`src/rtl/regfile_wb_arbiter.sv`:
```
// Round-robin writeback arbiter driving the register-file write port, plus a
// destination scoreboard that marks registers reserved at issue until they commit.
module regfile_wb_arbiter #(
    parameter int NUM_SRC = 3
) (
    input  logic                  clk,
    input  logic                  rst_n,
    input  logic [NUM_SRC-1:0]    src_valid_i,
    output logic [NUM_SRC-1:0]    src_ready_o,
    input  logic [5*NUM_SRC-1:0]  src_rd_i,
    input  logic [32*NUM_SRC-1:0] src_data_i,
    input  logic                  rsv_valid_i,
    input  logic [4:0]            rsv_rd_i,
    input  logic                  flush_i,
    output logic                  rf_we_o,
    output logic [4:0]            rf_waddr_o,
    output logic [31:0]           rf_wdata_o,
    output logic [31:0]           busy_o
);

    localparam int DATA_W = 32;
    localparam int PTR_W  = $clog2(NUM_SRC);

    logic [PTR_W-1:0]  ptr_q, ptr_d;
    logic              rf_we_q, rf_we_d;
    logic [4:0]        rf_waddr_q, rf_waddr_d;
    logic [DATA_W-1:0] rf_wdata_q, rf_wdata_d;
    logic [31:0]       busy_q, busy_d;

    logic [NUM_SRC-1:0] grant;
    logic [PTR_W-1:0]   win_idx;
    logic               any_valid;
    logic [4:0]         win_rd;
    logic [DATA_W-1:0]  win_data;

    function automatic logic [PTR_W-1:0] next_ptr(input logic [PTR_W-1:0] idx);
        if (idx == PTR_W'(NUM_SRC - 1)) begin
            return '0;
        end
        return idx + PTR_W'(1);
    endfunction

    // Scan ptr, ptr+1, ... modulo NUM_SRC; the first valid source wins.
    always_comb begin
        int idx;
        grant     = '0;
        win_idx   = '0;
        any_valid = 1'b0;
        idx       = 0;
        for (int k = 0; k < NUM_SRC; k++) begin
            idx = int'(ptr_q) + k;
            if (idx >= NUM_SRC) begin
                idx = idx - NUM_SRC;
            end
            if (!any_valid && src_valid_i[idx]) begin
                any_valid   = 1'b1;
                grant[idx]  = 1'b1;
                win_idx     = idx[PTR_W-1:0];
            end
        end
    end

    assign src_ready_o = grant;
    assign win_rd      = src_rd_i[5*win_idx +: 5];
    assign win_data    = src_data_i[DATA_W*win_idx +: DATA_W];

    always_comb begin
        ptr_d      = ptr_q;
        rf_we_d    = 1'b0;
        rf_waddr_d = rf_waddr_q;
        rf_wdata_d = rf_wdata_q;
        if (any_valid) begin
            ptr_d      = next_ptr(win_idx);
            rf_we_d    = (win_rd != 5'd0);
            rf_waddr_d = win_rd;
            rf_wdata_d = win_data;
        end
    end

    // Clear is applied before set so a fresh reservation of the committing register survives.
    always_comb begin
        busy_d = busy_q;
        if (rf_we_q) begin
            busy_d[rf_waddr_q] = 1'b0;
        end
        if (rsv_valid_i && (rsv_rd_i != 5'd0)) begin
            busy_d[rsv_rd_i] = 1'b1;
        end
        if (flush_i) begin
            busy_d = '0;
        end
        busy_d[0] = 1'b0;
    end

    always_ff @(posedge clk or negedge rst_n) begin
        if (!rst_n) begin
            ptr_q      <= '0;
            rf_we_q    <= 1'b0;
            rf_waddr_q <= '0;
            rf_wdata_q <= '0;
            busy_q     <= '0;
        end else begin
            ptr_q      <= ptr_d;
            rf_we_q    <= rf_we_d;
            rf_waddr_q <= rf_waddr_d;
            rf_wdata_q <= rf_wdata_d;
            busy_q     <= busy_d;
        end
    end

    assign rf_we_o    = rf_we_q;
    assign rf_waddr_o = rf_waddr_q;
    assign rf_wdata_o = rf_wdata_q;
    assign busy_o     = busy_q;

endmodule

```
`config.mk`:
```
export PLATFORM = sky130hd
export DESIGN_NAME = regfile_wb_arbiter
export DESIGN_NICKNAME = d
export VERILOG_FILES = /design/src/rtl/regfile_wb_arbiter.sv
export SDC_FILE = /design/constraint.sdc
export NUM_CORES = 1
export LEC_CHECK = 0
export ABC_AREA = 0
export CAP_MARGIN = 20
export CORE_MARGIN = 2
export CORE_UTILIZATION = 41
export DETAILED_ROUTE_END_ITERATION = 10
export PLACE_DENSITY_LB_ADDON = 0.05
export SETUP_SLACK_MARGIN = 0.15
export SYNTH_ARGS = -nofsm -noshare
export SYNTH_HDL_FRONTEND = slang
export SYNTH_SLANG_ARGS = --single-unit
```
`constraint.sdc`:
```
create_clock -name clk -period 3.15 [get_ports clk]
set_clock_uncertainty 0.05 [all_clocks]
set_input_delay 0.63 -clock clk [delete_from_list [all_inputs] [get_ports clk]]
set_output_delay 0.63 -clock clk [all_outputs]
set_load 0.03 [all_outputs]
```
* After elaboration in Yosys (flattened, before gate mapping)
Cells that the tools add are included.
** Operators by class
- Bitwise logic cells :: 5
- Reductions and logical operators :: 12
- Eq/ne operators :: 1
- $add $sub $neg :: 6
- Order comparisons :: 13
- Multiplexer cells :: 39
- Shifts and indexed selects :: 2
- $mul :: 1
** Operators with widths (count)
- $mux W32 :: 6
- $ge A32 B1 Y1 const B :: 3
- $lt A32 B4 Y1 const B :: 3
- $shiftx A96 B8 Y32 :: 1
- $and A32 B32 Y32 :: 1
- $not A32 Y32 :: 1
- $or A32 B32 Y32 :: 1
- $mux W1 :: 17
- $shiftx A15 B6 Y5 :: 1
- $lt A5 B6 Y1 const B :: 2
- $demux W1 S5 :: 2
- $ge A5 B1 Y1 const B :: 2
- $mux W2 :: 5
- $reduce_bool A5 Y1 :: 2
- $mux W3 :: 3
- $logic_and A1 B1 Y1 :: 8
- $sub A3 B2 Y4 const B :: 2
- $bmux W1 S2 :: 3
- $demux W1 S2 :: 3
- $ge A3 B2 Y1 const B :: 2
- $or A3 B3 Y3 :: 2
- $mul A3 B2 Y5 const A :: 1
- $add A2 B1 Y3 const B :: 1
- $add A2 B2 Y3 const B :: 1
- other kinds (5) :: 6
** Word-level totals
- Flip-flop bits (word level) :: 71
- Output and inout port bits :: 73

* Logic depth before layout (Yosys ltp)
- Word-level depth :: 16
- Mapped depth :: 11
- Gate-level depth less buffers :: 8

* Worst setup path after synthesis
OpenSTA, ideal clock, no wires.
- Kind :: reg-to-output
- Start point :: reg ptr_q[0]
- End point :: out src_ready_o[1]
- Path slack :: 416 ps
- Data arrival time :: 2054 ps
- Cell stages (with the launch flop) :: 8
- Data required time :: 2470 ps
- Path buffers :: 1
- Cell sequence :: dfrtp_1 > inv_1 > ha_1 > buf_6 > mux2i_1 > o22a_2 > a31oi_1 > o21ai_0
** Between the ends
- Longest elaborated chain between the ends :: 12
** Ends and longest elaborated chain
- start: declaration :: line 24 : logic [PTR_W-1:0] ptr_q, ptr_d;
- start signal: assignment :: line 103 : ptr_q <= ptr_d;
- branches (longest 11 deep; another with $ge A32 B1 Y1)
- $mux W3 (*) :: line 55 : if (!any_valid && src_valid_i[idx]) begin
- end: declaration :: line 9 : output logic [NUM_SRC-1:0] src_ready_o,
Mark *: on every way between the ends. The select of a mux whose other input is x is not followed.

* Worst setup path in the final report
- Start point :: in src_valid_i[1]
- End point :: out src_ready_o[2]
** Between the ends
- Longest elaborated chain between the ends :: 10
** Ends and longest elaborated chain
- start: declaration :: line 8 : input logic [NUM_SRC-1:0] src_valid_i,
- $bmux W1 S2 :: line 55
- $mux W1 (implied by the code) (2 in a row) :: line 55
- $mux W1 :: line 55
- $logic_not A1 Y1 :: line 55
- $logic_and A1 B1 Y1 :: line 55
- $mux W1 :: line 55
- $logic_not A1 Y1 :: line 55
- $logic_and A1 B1 Y1 :: line 55
- $mux W3 (*) :: line 55
Every way passes the cells marked *; elsewhere a longest branch is shown, timed or not. The select of a mux whose other input is x is not followed.

==> results.sh <==
export IMPL_status="completed"
export IMPL_crit_family="buffers and inverters"
export IMPL_drc_errors=0
export IMPL_viasPerCell=5.478
export IMPL_grt_pass1_wl_um=22580
export IMPL_path_clk_slew_ns=0.09
export IMPL_numCtsBuffers=9
export IMPL_p_clk_frac=0.122
export IMPL_antenna_left=0
export IMPL_period_share=0.9411
export IMPL_hp_class="in -> async"
export IMPL_yosys_warnings=0
export IMPL_rrSetupSlack_ns=0.44
export IMPL_synth_top_cell_area_share=0.4340
export IMPL_cts_resized=7
export IMPL_hold_violations=0
export IMPL_register_area_mm2=0.001777
export IMPL_path_max_fanout=4
export IMPL_cpPeakStageDelay_ns=0.46
export IMPL_ys_seq_area_frac=0.4340
export IMPL_antenna_found_initial=0
export IMPL_ys_flop_type="dfrtp_1"
export IMPL_synth_cell_type_count=48
export IMPL_cts_htree_levels=3
export IMPL_critical_path_arrival_ns=2.28
export IMPL_chipWidth_um=103.9
export IMPL_ir_drop_mv=0.6571
export IMPL_fin_crit_ns=2.964
export IMPL_power_switching_mw=3.149
export IMPL_slowest_stage="clkdlybuf4s50_1"
export IMPL_fin_nets=801
export IMPL_rsz0062_at_grt="no"
export IMPL_synth_area_mm2=0.004094
export IMPL_drt_initial_drc_count=165
export IMPL_drv_cap=0
export IMPL_grt_overflow=0
export IMPL_post_cts_buffers=0
export IMPL_drt_pass1_iterations=4
export IMPL_cts_sinks=71
export IMPL_critPathCaptureType="primary output"
export IMPL_p_per_area_mw_per_mm2=1032
export IMPL_wl_um=13880
export IMPL_finalMaxSlewViolations=0
export IMPL_finalSetupViolations=0
export IMPL_ys_seq_elements=71
export IMPL_totalNegativeSetupSlack_ns=0
export IMPL_gp_congestion=0.8932
export IMPL_synth_area_top_cells="dfrtp_1, nand2_1, o31ai_1"
export IMPL_async_reset_ff_frac=1.000
export IMPL_grt_pass1_vias=4501
export IMPL_max_slew_margin_rel=0.3903
export IMPL_antenna_cells=0
export IMPL_drive_above_1_share=0.09867
export IMPL_syn_instance_count=479
export IMPL_area_growth_pct=59.63
export IMPL_vias=4448
export IMPL_start_util=0.4208
export IMPL_r2r_start="ptr_q[0]"
export IMPL_grt_start_max_net_pins=79
export IMPL_die_area_mm2=0.01080
export IMPL_cp_required_ns=2.47
export IMPL_synth_commonest_cells="nand2_1, dfrtp_1, nor2_1"
export IMPL_p_comb_frac=0.664
export IMPL_critPathLaunchType="primary input"
export IMPL_fp_dieH_um=103.9
export IMPL_cts_hold_buf=0
export IMPL_fillCellCount=845
export IMPL_yosysMostFrequentCell="nand2_1"
export IMPL_multi_input_area_mm2=0.002151
export IMPL_sequentialPowerShare=0.214
export IMPL_clock_path_buffers=2
export IMPL_r2r_end="rf_wdata_o[18]"
export IMPL_fmaxAchievable_mhz=337.3
export IMPL_reg2regPathDepth=10
export IMPL_crit_chain="clkdlybuf4s50_1 > buf_4 > mux2i_2 > nor2_1 > nor4b_1 > o21ai_0 > nand2_1 > buf_4"
export IMPL_cts_tree="built"
export IMPL_path_class="in -> out"
export IMPL_syn_num_nets=606
export IMPL_placementRows=36
export IMPL_worst_pin_slew_ns=0.9146
export IMPL_portBuffers=194
export IMPL_io_pins=196
export IMPL_dp_hpwl_um=10140
export IMPL_wl_per_cell_um=17.09
export IMPL_total_leakage_power_nw=2.685
export IMPL_p_int_mw=3.597
export IMPL_core_area_mm2=0.009729
export IMPL_post_route_util=0.6717
export IMPL_synth_edf_count=0
export IMPL_synth_avg_cell_area_um2=8.547
export IMPL_grt_util_all_layers=0.2574
export IMPL_crit_path_frequent_cell="buf_4"
export IMPL_synth_top_cell_by_area="dfrtp_1"
export IMPL_clkLatencyLatePin_ns=0.35
export IMPL_cts_root_buf="clkbuf_8"
export IMPL_switching_share=0.4668
export IMPL_path_buf_inv=3
## power groups by stage
| stage | registers, mW | logic (mW) | clock network, mW |
|---|---|---|---|
| floorplan | 1.90 | 2.30 | 0 |
| global placement | 1.44 | 4.41 | 0 |
| detailed placement | 1.45 | 4.46 | 0 |
| CTS | 1.44 | 4.49 | 0.842 |
| global route | 1.49 | 4.86 | 0.880 |
| finish | 1.44 | 4.48 | 0.826 |
## layout by cell type, fill, tap and decap left out, types with 3 or more instances in the layout
cell type / n
clkdlybuf4s50_1: 190
nand2_1: 79
dfrtp_1: 71
nor2_1: 40
and3_1: 38
o21ai_0: 37
o31ai_1: 36
a211oi_1: 35
a21oi_1: 34
buf_4: 27
clkbuf_8: 9
nand3b_1: 6
and3b_1: 5
buf_12: 5
nor3b_1: 4
nand3_1: 3
nor3_1: 3
inv_1: 3
nand2b_1: 3
a31o_2: 3
a21boi_0: 3
## kinds of logic after synthesis
| kind of cell | synth area share |
|---|---|
| buf+inv | 0.04859 |
| other cells | 0.0009160 |
| mux | 0.005806 |
| simple gates | 0.2347 |
| flops | 0.4340 |
| fa+ha+maj | 0.01223 |
| compound gates | 0.2638 |
## cell type report
| class | count | share of cell area |
|---|---|---|
| timing repair buffer | 223 | 0.3381 |
| multi-input combinational | 366 | 0.3291 |
| sequential | 71 | 0.2719 |
| tap | 133 | 0.02546 |
| clock buffer | 9 | 0.01895 |
| clock inverter | 7 | 0.01474 |
| inverter | 3 | 0.001723 |
## per-stage QoR
step / hold WS [ns] / worst slack (ns) / cell area, µm² / instances / power (mW)
floorplan: 0.2844 / 0.4159 / 4094 / 479 / 4.198
global placement: 0.4082 / -0.1347 / 6301 / 796 / 5.850
detailed placement: 0.4149 / -0.1514 / 6301 / 796 / 5.915
CTS: 0.3874 / 0.1635 / 6529 / 812 / 6.771
global route: 0.4203 / 0.1346 / 6535 / 812 / 7.225
finish: 0.3480 / 0.1857 / 6535 / 812 / 6.746
## state kept, by name (all words and copies together) (netlist names)
| name | flops |
|---|---|
| busy_o | 31 |
| ptr_q | 2 |
| rf_waddr_o | 5 |
| rf_wdata_o | 32 |
| rf_we_o | 1 |
## metal layers
layer | up-vias | GRT usage | share of wire
met5 | - | 0 | 0
met4 | 0 | 0.08108 | 0.019
met3 | 23 | 0.06454 | 0.074
met2 | 181 | 0.4478 | 0.50
met1 | 2113 | 0.3133 | 0.41
li1 | 2131 | - | -
## worst max-delay path by stage
| stage | startpoint | to | cells after the start |
|---|---|---|---|
| 2_1_floorplan | ptr_q[0] | src_ready_o[1] | 7 |
| 3_3_place_gp | src_valid_i[2] | src_ready_o[0] | 7 |
| 3_5_place_dp | src_valid_i[2] | src_ready_o[0] | 7 |
| 4_1_cts | ptr_q[1] | src_ready_o[2] | 8 |
| 5_1_grt | src_valid_i[0] | src_ready_o[0] | 8 |
| 6_report | src_valid_i[1] | src_ready_o[2] | 8 |
No activity file was read; power rests on OpenSTA's default activity.
